--- src/rtl/fifo_arb_pkg.sv ---
// fifo_arb_pkg: shared types and helpers for the FIFO write/read arbiters
package fifo_arb_pkg;
  typedef enum logic [1:0] {
    IDLE = 2'd0,
    HDR  = 2'd1,
    DATA = 2'd2
  } state_t;
  // Header beat layout: requester index at the bottom, all upper bits zero
  localparam int HDR_IDX_LSB = 0;
  function automatic int clog2(input int n);
    int r;
    r = 0;
    while ((1 << r) < n) r++;
    return (r < 1) ? 1 : r;
  endfunction
endpackage

--- src/rtl/rr_picker.sv ---
// rr_picker: combinational round-robin pick of the first request after the last winner
module rr_picker #(
  parameter int NREQ = 4,
  parameter int IW   = 2
) (
  input  logic [NREQ-1:0] i_req,
  input  logic [IW-1:0]   i_last_idx,
  output logic [NREQ-1:0] o_onehot,
  output logic [IW-1:0]   o_idx,
  output logic            o_any
);
  logic [IW-1:0] w_cand;
  always_comb begin
    o_idx  = '0;
    o_any  = 1'b0;
    w_cand = '0;
    for (int k = 1; k <= NREQ; k++) begin
      w_cand = IW'((int'(i_last_idx) + k) % NREQ);
      if (!o_any && i_req[w_cand]) begin
        o_any = 1'b1;
        o_idx = w_cand;
      end
    end
    o_onehot = o_any ? (NREQ'(1) << o_idx) : '0;
  end
endmodule

--- src/rtl/fifo_wr_arbiter.sv ---
// fifo_wr_arbiter: round-robin packet arbiter with header insertion in front of a FIFO write port
module fifo_wr_arbiter
  import fifo_arb_pkg::*;
#(
  parameter int NREQ   = 4,
  parameter int DSIZE  = 8,
  parameter int HDR_EN = 1
) (
  input  logic                  i_wclk,
  input  logic                  i_wrst_n,
  input  logic [NREQ-1:0]       i_valid,
  input  logic [NREQ-1:0]       i_last,
  input  logic [NREQ*DSIZE-1:0] i_data,
  output logic [NREQ-1:0]       o_ack,
  output logic [NREQ-1:0]       o_gnt,
  output logic                  o_busy,
  output logic                  o_fifo_wr,
  output logic [DSIZE-1:0]      o_fifo_wdata,
  input  logic                  i_fifo_wfull
);
  localparam int IW = clog2(NREQ);
  state_t          r_state;
  logic [NREQ-1:0] r_gnt;
  logic [IW-1:0]   r_idx;
  logic [IW-1:0]   r_last;
  logic [NREQ-1:0] w_pick_oh;
  logic [IW-1:0]   w_pick_idx;
  logic            w_pick_any;
  logic            w_hdr_wr;
  logic            w_accept;
  logic [DSIZE-1:0] w_data_sel;
  rr_picker #(.NREQ(NREQ), .IW(IW)) u_pick (
    .i_req      (i_valid),
    .i_last_idx (r_last),
    .o_onehot   (w_pick_oh),
    .o_idx      (w_pick_idx),
    .o_any      (w_pick_any)
  );
  assign w_data_sel   = i_data[int'(r_idx)*DSIZE +: DSIZE];
  assign w_hdr_wr     = (r_state == HDR) && !i_fifo_wfull;
  assign w_accept     = (r_state == DATA) && i_valid[r_idx] && !i_fifo_wfull;
  assign o_fifo_wr    = w_hdr_wr || w_accept;
  assign o_fifo_wdata = w_hdr_wr ? (DSIZE'(r_idx) << HDR_IDX_LSB) : w_accept ? w_data_sel : '0;
  assign o_ack        = w_accept ? r_gnt : '0;
  assign o_gnt        = r_gnt;
  assign o_busy       = r_state != IDLE;
  always_ff @(posedge i_wclk or negedge i_wrst_n) begin
    if (!i_wrst_n) begin
      r_state <= IDLE;
      r_gnt   <= '0;
      r_idx   <= '0;
      r_last  <= IW'(NREQ - 1);
    end else begin
      case (r_state)
        IDLE: if (w_pick_any) begin
          r_gnt   <= w_pick_oh;
          r_idx   <= w_pick_idx;
          r_state <= (HDR_EN != 0) ? HDR : DATA;
        end
        HDR: if (w_hdr_wr) r_state <= DATA;
        DATA: if (w_accept && i_last[r_idx]) begin
          r_state <= IDLE;
          r_gnt   <= '0;
          r_last  <= r_idx;
        end
        default: r_state <= IDLE;
      endcase
    end
  end
endmodule

--- config.mk ---
export PLATFORM = sky130hd
export DESIGN_NAME = fifo_wr_arbiter
export DESIGN_NICKNAME = d
export VERILOG_FILES = /design/src/rtl/fifo_arb_pkg.sv /design/src/rtl/rr_picker.sv /design/src/rtl/fifo_wr_arbiter.sv
export SDC_FILE = /design/constraint.sdc
export NUM_CORES = 1
export LEC_CHECK = 0
export BUFFER_PORTS_ARGS = -buffer_cell sky130_fd_sc_hd__buf_2
export CORE_MARGIN = 2
export CORE_UTILIZATION = 40
export DETAILED_ROUTE_END_ITERATION = 7
export PLACE_DENSITY_LB_ADDON = 0.3
export SYNTH_ARGS = -nofsm -noshare
export SYNTH_HDL_FRONTEND = slang
export SYNTH_SLANG_ARGS = --single-unit
--- constraint.sdc ---
create_clock -name i_wclk -period 2.58 [get_ports i_wclk]
set_input_delay 0.387 -clock i_wclk [delete_from_list [all_inputs] [get_ports i_wclk]]
set_output_delay 0.387 -clock i_wclk [all_outputs]
set_load 0.005 [all_outputs]
==> Word level (Yosys, flattened, before mapping) <==
Cells that the tools add are included.
{ "totals": {"reg_bits": 10, "in_bits": 43, "output_inout_bits": 18, "elab_cells": 69} }
{ "classes": {"addsub": 4, "n_lt_le_gt_ge": 5, "eq_ne": 5, "shifts": 2, "mux": 30, "reduce_logical": 19} }
{ "ops": {"columns": ["op", "count"], "rows": [
  ["$shiftx A32 B6 Y8", 1],
  ["$mux W8", 2],
  ["$lt A2 B3 Y1 const B", 5],
  ["$mux W2", 7],
  ["$bmux W1 S2", 6],
  ["$mux W4", 3],
  ["$mux W1", 10],
  ["$pmux W4 S2", 1],
  ["$logic_and A1 B1 Y1", 7],
  ["$pmux W2 S3", 1],
  ["$reduce_and A3 Y1", 2],
  ["$add A2 B1 Y2 const B", 2],
  ["$add A2 B2 Y2 const B", 2],
  ["$logic_not A1 Y1", 4],
  ["$ne A2 B1 Y1 const B", 2],
  ["$reduce_and A2 Y1", 2],
  ["$reduce_bool A2 Y1", 2],
  ["$shl A1 B2 Y4 const A", 1],
  ["$eq A2 B1 Y1 const B", 1],
  ["$eq A2 B2 Y1 const B", 1],
  ["$logic_not A2 Y1", 1],
  ["$ne A2 B2 Y1 const B", 1],
  ["$logic_or A1 B1 Y1", 1]
]} }

==> Logic depth before layout (Yosys ltp) <==
Gate-level depths: netlist of run 1.
{ "depth": {"ltp_word": 16, "mapped_depth": 5, "mapped_depth_nobuf": 4} }

==> By module <==
Synthesis of run 1 repeated with hierarchy kept, for this count alone.
{ "hier_totals": {"cells_unflattened": 109, "hier_area_um2": 1038.5} }
{ "by_module_without_submodules": {"columns": ["mod", "instances", "cells_per_inst", "area_each_um2", "seq_area_each_um2"], "rows": [
  ["fifo_wr_arbiter", 1, 79, 837.1, 252.7],
  ["rr_picker", 1, 30, 201.4, 0.0]
]} }

==> Worst setup path after synthesis of run 1 <==
Ideal clock, no wire load.
{ "synth_timing": {"path_kind": "register to output", "start": "reg r_idx[1]", "end": "out o_ack[0]", "arrival_time_ps": 1368, "required_time_ps": 2193, "slack_ps": 825, "path_stages_with_launch": 6, "n_path_buf": 1, "path_cell_list": "dfrtp_1 -> buf_6 -> mux2_4 -> a22oi_4 -> nor2_1 -> and2_1"} }
{ "synth_between": {"elab_chain_len": 5} }
{ "synth_lines": {"columns": ["element", "line", "source"], "rows": [
  ["from (decl)", "fifo_wr_arbiter.sv:24", "logic [IW-1:0] r_idx;"],
  ["from (signal assigned)", "fifo_wr_arbiter.sv:57", "r_idx <= w_pick_idx;"],
  ["$bmux W1 S2", "fifo_wr_arbiter.sv:41", "assign w_accept = (r_state == DATA) && i_valid[r_idx] && !i_fifo_wfull;"],
  ["$mux W1 (implied by the code)", "fifo_wr_arbiter.sv:41", null],
  ["$logic_and A1 B1 Y1 (2 in series)", "fifo_wr_arbiter.sv:41", null],
  ["$mux W4", "fifo_wr_arbiter.sv:44", "assign o_ack = w_accept ? r_gnt : '0;"],
  ["to (decl)", "fifo_wr_arbiter.sv:14", "output logic [NREQ-1:0] o_ack,"]
]} }
Every way passes these cells. The select of a mux whose other input is x is not followed.

==> Worst setup path in the final report of run 1 <==
{ "layout_timing": {"start": "reg r_idx[0]", "end": "out o_fifo_wdata[3]"} }
{ "layout_between": {"elab_chain_len": 6, "elab_cells_between_ends": 7, "cone_classes": "1 x shift; 4 x mux; 2 x reduce/logical"} }
{ "layout_lines": {"columns": ["element", "line", "source"], "rows": [
  ["parallel branches: the longest is 4 deep, another holds $shiftx A32 B6 Y8", null, null],
  ["$mux W8 (*) (2 in series)", "fifo_wr_arbiter.sv:43", "assign o_fifo_wdata = w_hdr_wr ? (DSIZE'(r_idx) << HDR_IDX_LSB) : w_accept ? w_data_sel : '0;"],
  ["to (decl)", "fifo_wr_arbiter.sv:18", "output logic [DSIZE-1:0] o_fifo_wdata,"]
]} }
Mark *: on every way between the ends. The select of a mux whose other input is x is not followed.

==> results of run 1 <==
## final timing paths
| path | start | endpoint | slack [ns] | depth (start not counted) |
|---|---|---|---|---|
| max reg2reg | r_idx[0]$_DFFE_PN0P_ | r_last[0]$_DFFE_PN1P_ | 0.88 | 3 |
| max | r_idx[0]$_DFFE_PN0P_ | o_fifo_wdata[3] | 0.30 | 5 |
| max in group asynchronous | i_wrst_n | r_last[0]$_DFFE_PN1P_ | 1.82 | 2 |
| min in group asynchronous | i_wrst_n | o_gnt[2]$_DFFE_PN0P_ | 0.51 | 2 |
| min reg2reg | r_state[1]$_DFFE_PN0P_ | r_state[0]$_DFFE_PN0P_ | 0.50 | 1 |
| min | i_fifo_wfull | r_state[0]$_DFFE_PN0P_ | 0.41 | 3 |
## layout by cell type, fill, tap and decap left out, drive strengths merged, types with 3 or more instances in the layout
master	n
o311ai	3
o21ai	4
nor2	4
clkbuf	4
buf	62
dfrtp	8
mux4	7
mux2i	6
nand2	8
mux2	4
nand2b	3
and2	10
## sequential cells by signal, indices dropped and copies added, names as in the netlist
name / cells
o_gnt: 4
r_idx: 2
r_last: 2
r_state: 2
## area by class of cell
type / count / area (um^2) / share of cell area, %
clock buffer: 4 / 36.28 / 2.818
timing repair buffer: 63 / 325.3 / 25.27
sequential: 10 / 252.7 / 19.63
inverter: 1 / 3.754 / 0.2915
tap: 28 / 35.03 / 2.721
multi-input combinational: 71 / 634.4 / 49.27
## logic make-up (layout without fill, tap and decap cells)
kind of cell / Yosys count / count (layout) / synth area share [%]
AOI/OAI and AO/OA: 20 / 20 / 17.07
buffers and inverters: 6 / 68 / 3.928
DFF: 10 / 10 / 27.37
muxes: 17 / 17 / 30.08
and+or+nand+nor: 34 / 34 / 21.55
## per-layer routing
metal	track usage (%)	share of wire [%]	vias up
met5	0	0	-
met4	9.211	0.92	0
met3	5.172	9.8	2
met2	31.22	49	39
met1	20.95	41	430
li1	-	-	460
## metrics by stage
stage                     cell area [um^2]  utilization (%)  setup WS [ns]  hold WS (ns)  cells
after floorplan                      923.4                -         0.8247       0.09141     87
after global placement                1241            56.65         0.6134        0.2548    172
after detailed placement              1241            56.65         0.5303        0.2655    172
after CTS                             1287            58.77         0.2363        0.4081    177
after global routing                  1287            58.77        0.06105        0.4469    177
final                                 1287            58.77         0.2993        0.4073    177
## report_power, final
part | internal, uW | switching (uW) | total [uW]
logic | 341 | 264 | 605
registers | 232 | 84.6 | 317
clock network | 85.6 | 59.1 | 145
## critical path, cell delays in order (launching register included)
cell and delay (ns):
dfrtp_1 0.56, and2b_1 0.22, a22oi_4 0.11, nor2_1 0.43, and2_1 0.20, buf_2 0.11
==> results.ini, run 1 <==
[route]
detail_route.first_pass.iterations = 4
drt_drc_violations_left = 0
antenna_left = 0
vias = 931
avgViaCountPerCell = 5.260
totalWireLength_um = 2271
wl_per_cell_um = 12.83
drt-initial-drc-count = 4

[pwr]
max-vdd-ir-drop_mv = 0.4496
leakage_uw = 0.0006508
power_density_nw_per_um2 = 828.3
finalPower_uw = 1066

[global_routing]
grt_pass1_wl_um = 3657
grt_overflow = 0
grt_pass1_vias = 879
gr-usage-all-layers_pct = 18.40
grt_max_degree = 14
antenna_found_initial = 0

[synth]
synthFlopType = dfrtp_1
synth_cells = 87
yosysWarningCount = 0
synth_area_leaders = dfrtp_1, mux4_2, and2_1
syn-num-nets = 130
syn_avg_cell_area_um2 = 10.61
netlist-cell-type-count = 34
seq_area_frac_synth_pct = 27.37
yosysTopAreaCellShare_pct = 21.68
synth-edff-count = 0
synth_common_cells = and2_1, dfrtp_1, nand2_1
synth_most_common_cell = and2_1
synth_top_area_cell = dfrtp_1
synth.cell_area_um2 = 923.4
async_flop_share_pct = 100.0
ys_seq_elements = 10

[worst_hold_path]
hold_class = input pin to flop

[placement]
dp_hpwl_um = 1904
routabilityCongestion = 0.8197
port_buffers = 60

[layout]
final.fill_count = 204
nets = 193
diodes = 0
drive_gt1_share_pct = 55.70
area_growth_pct = 39.43

[cts]
cts.htree.levels = 1
cts-root-buf = clkbuf_4
cts-hold-fix-buffers = 1
cts_buffers = 3
insertion_delay_ns = 0.26
postCtsSetupBuffers = 0
path_clk_slew_ns = 0.07
cts_buffer_depth = 2
cts.sinks = 10
post_cts_resized = 0
cts_tree = yes

[flow_run]
maxCapViolations = 0

[timing]
fin_crit_sh_pct = 88.40
relSlewSlack_pct = 64.14
hold_violations = 0
drv_slew = 0
tightestPinTransition_ns = 0.5312
rsz0062_at_grt = false
max_freq_ghz = 0.4385
finalSetupViolCount = 0
skew_ns = 0.002438
setup-tns-final_ns = 0
period_minus_slack_ns = 2.281

[worst_setup_path]
cp_data_required_time_ns = 2.19
end_kind = output pin
cp_max_fo = 10
cp.arrival_ns = 1.89
startpoint_type = flop
critPathKind = flop to output pin

[floorplanning]
rows = 17
initial_core_util_pct = 42.15
die_w_um = 52.05
core_region_area_um2 = 2191
ios = 61
die_h_um = 52.05
die_area_um2 = 2709

[run_status]
status = complete, no violations

No activity file was read; power rests on OpenSTA's default activity.
==> inputs of run 2 (changes only) <==
--- a/config.mk
+++ b/config.mk
@@ -9,7 +9,8 @@
 export CORE_MARGIN = 2
 export CORE_UTILIZATION = 40
 export DETAILED_ROUTE_END_ITERATION = 7
-export PLACE_DENSITY_LB_ADDON = 0.3
+export PLACE_DENSITY = 0.74
 export SYNTH_ARGS = -nofsm -noshare
 export SYNTH_HDL_FRONTEND = slang
+export SYNTH_HIERARCHICAL = 1
 export SYNTH_SLANG_ARGS = --single-unit
==> run 2 against run 1 <==
- core utilization is 2.2 points lower
- final cell count increased by 13%
- critical endpoint unchanged
- global-route usage down 0.60 points
- via count up 12%
- largest cell class unchanged
==> results.ini, run 2 <==
[synth]
synth-edff-count = 0
synth_most_common_cell = nor2_1
syn_avg_cell_area_um2 = 9.527
syn-num-nets = 152
yosysTopAreaCellShare_pct = 19.28
synth_area_leaders = dfrtp_1, mux4_2, mux2_2
synthFlopType = dfrtp_1
yosysWarningCount = 6
synth_cells = 109
synth_top_area_cell = dfrtp_1
synth_common_cells = nor2_1, nand2_1, dfrtp_1, inv_1, mux4_2
ys_seq_elements = 10
netlist-cell-type-count = 39
seq_area_frac_synth_pct = 24.34
async_flop_share_pct = 100.0
synth.cell_area_um2 = 1038

[route]
totalWireLength_um = 2745
avgViaCountPerCell = 5.235
antenna_left = 0
drt_drc_violations_left = 0
wl_per_cell_um = 13.73
drt-initial-drc-count = 18
vias = 1047
detail_route.first_pass.iterations = 4

[timing]
rsz0062_at_grt = false
fin_crit_sh_pct = 95.09
max_freq_ghz = 0.4076
fin_hold_ws_ns = 0.4311
drv_slew = 0
tightestPinTransition_ns = 0.7268
setup-tns-final_ns = 0
finalSetupViolCount = 0
relSlewSlack_pct = 51.55
period_minus_slack_ns = 2.453
skew_ns = 0.003391
hold_violations = 0

[worst_setup_path]
cp_data_required_time_ns = 2.19
reg2reg_slack_ns = 0.65
end_kind = output pin
cp_max_fo = 14
worst-r2r-cell-count = 4
r2r_start = r_idx[1]$_DFFE_PN0P_
cp_num_buf_inv = 1
cp.arrival_ns = 2.07
cp_slowest_stage_delay_ns = 0.59
startpoint_type = flop
crit_slowest_cell = a32oi_2
r2r_end = r_last[0]$_DFFE_PN1P_
path_cells = mux2_2 > a32oi_2 > and2b_1 > buf_2
critPathKind = flop to output pin
cp_top_family = compound AO/OA/AOI/OAI gates

[placement]
dp_hpwl_um = 2152
port_buffers = 60
routabilityCongestion = 0.7995
placed_area_um2 = 1356

[pwr]
leakage_uw = 0.0007209
max-vdd-ir-drop_mv = 0.4520
power_density_nw_per_um2 = 868.1

[cts]
cts.htree.levels = 1
path_clk_slew_ns = 0.07
cts_buffers = 3
cts_tree = yes
cts_buffer_depth = 2
insertion_delay_ns = 0.27
cts.sinks = 10
cts-root-buf = clkbuf_4

[global_routing]
grt_max_degree = 15
gr-usage-all-layers_pct = 17.80
grt_pass1_wl_um = 3870
grt_pass1_vias = 872
antenna_found_initial = 0
grt_overflow = 0

[floorplanning]
die_area_um2 = 3020
rows = 18
initial_core_util_pct = 41.92
die_h_um = 54.96
die_w_um = 54.96
core_region_area_um2 = 2477
ios = 61

[layout]
area_growth_pct = 35.06
nets = 214
final_cell_mix = buf_2, nor2_1, nand2_1
final.fill_count = 241
diodes = 0
largest_reg_flops = 4
final_area_um2 = 1403
final_common_cell = buf_2
drive_gt1_share_pct = 54.71
utilization_pct = 56.62

[worst_hold_path]
hold_class = input pin to flop
hold_end = r_state[0]$_DFFE_PN0P_
min_path_cells = 3
hp-start = i_fifo_wfull

[flow_run]
maxCapViolations = 0

[run_status]
status = complete, no violations

==> run 2: changes by cell type after synthesis, sizes merged, moves of 4 or more <==
cell,delta
and2,-10
nor2,+7
o31ai,+4
nor2b,+6
inv,+7
mux2,+4
==> run 2: worst max-delay path by stage <==
stage	from	end	slack, ns	cells past startpoint
floorplan	r_idx[1]$_DFFE_PN0P_	o_fifo_wdata[0]	0.77	5
global placement	i_valid[3]	o_fifo_wdata[2]	0.40	5
detailed placement	i_valid[3]	o_fifo_wdata[3]	0.35	5
CTS	r_idx[1]$_DFFE_PN0P_	o_fifo_wdata[3]	0.12	4
global route	r_idx[1]$_DFFE_PN0P_	o_fifo_wdata[1]	0.03	4
finish	r_idx[1]$_DFFE_PN0P_	o_fifo_wdata[3]	0.13	4
==> run 2: area by class of cell <==
type | count | area, um^2 | area share (%)
inverter | 8 | 30.03 | 2.141
timing repair buffer | 64 | 332.8 | 23.73
sequential | 10 | 252.7 | 18.02
multi-input combinational | 84 | 713.2 | 50.85
tap | 30 | 37.54 | 2.676
clock buffer | 4 | 36.28 | 2.587
==> run 2: logic make-up after synthesis <==
| family | synth area share, % |
|---|---|
| mux | 27.83 |
| flops | 24.34 |
| buf+inv | 6.988 |
| compound gates | 17.47 |
| simple gates | 23.37 |
==> run 2: power breakdown <==
part,internal [uW],switching [uW]
Clock,85.9,62.5
Sequential,244,93.7
Combinational,413,319
Total,743,475
==> run 2: per-layer routing <==
metal  up-vias  global-route usage, %  wire length [um]
li1        516                      -                 -
met2        24                  29.17              1425
met5         -                      0                 0
met4         0                  4.878                15
met3         2                  3.226               110
met1       505                  24.07              1194
==> run 2: stage by stage <==
step | instances | power [uW] | setup slack [ns]
5_1_grt | 200 | 1316 | 0.03088
4_1_cts | 200 | 1226 | 0.1186
3_5_place_dp | 195 | 1071 | 0.3455
2_1_floorplan | 109 | 885.4 | 0.7692
6_report | 200 | 1218 | 0.1266
3_3_place_gp | 195 | 1052 | 0.4034
==> run 2: worst min-delay path, cell delays in order <==
cell and delay, ns:
buf_2 0.12, mux2i_1 0.08, nor2_1 0.08
==> run 2: what timing repair did <==
| action | in CTS | in global routing |
|---|---|---|
| buffers inserted | 0 | 0 |
| hold buffers | 1 | 0 |
| gates resized for setup | 0 | 0 |
| hold endpoints to repair | 8 | 0 |
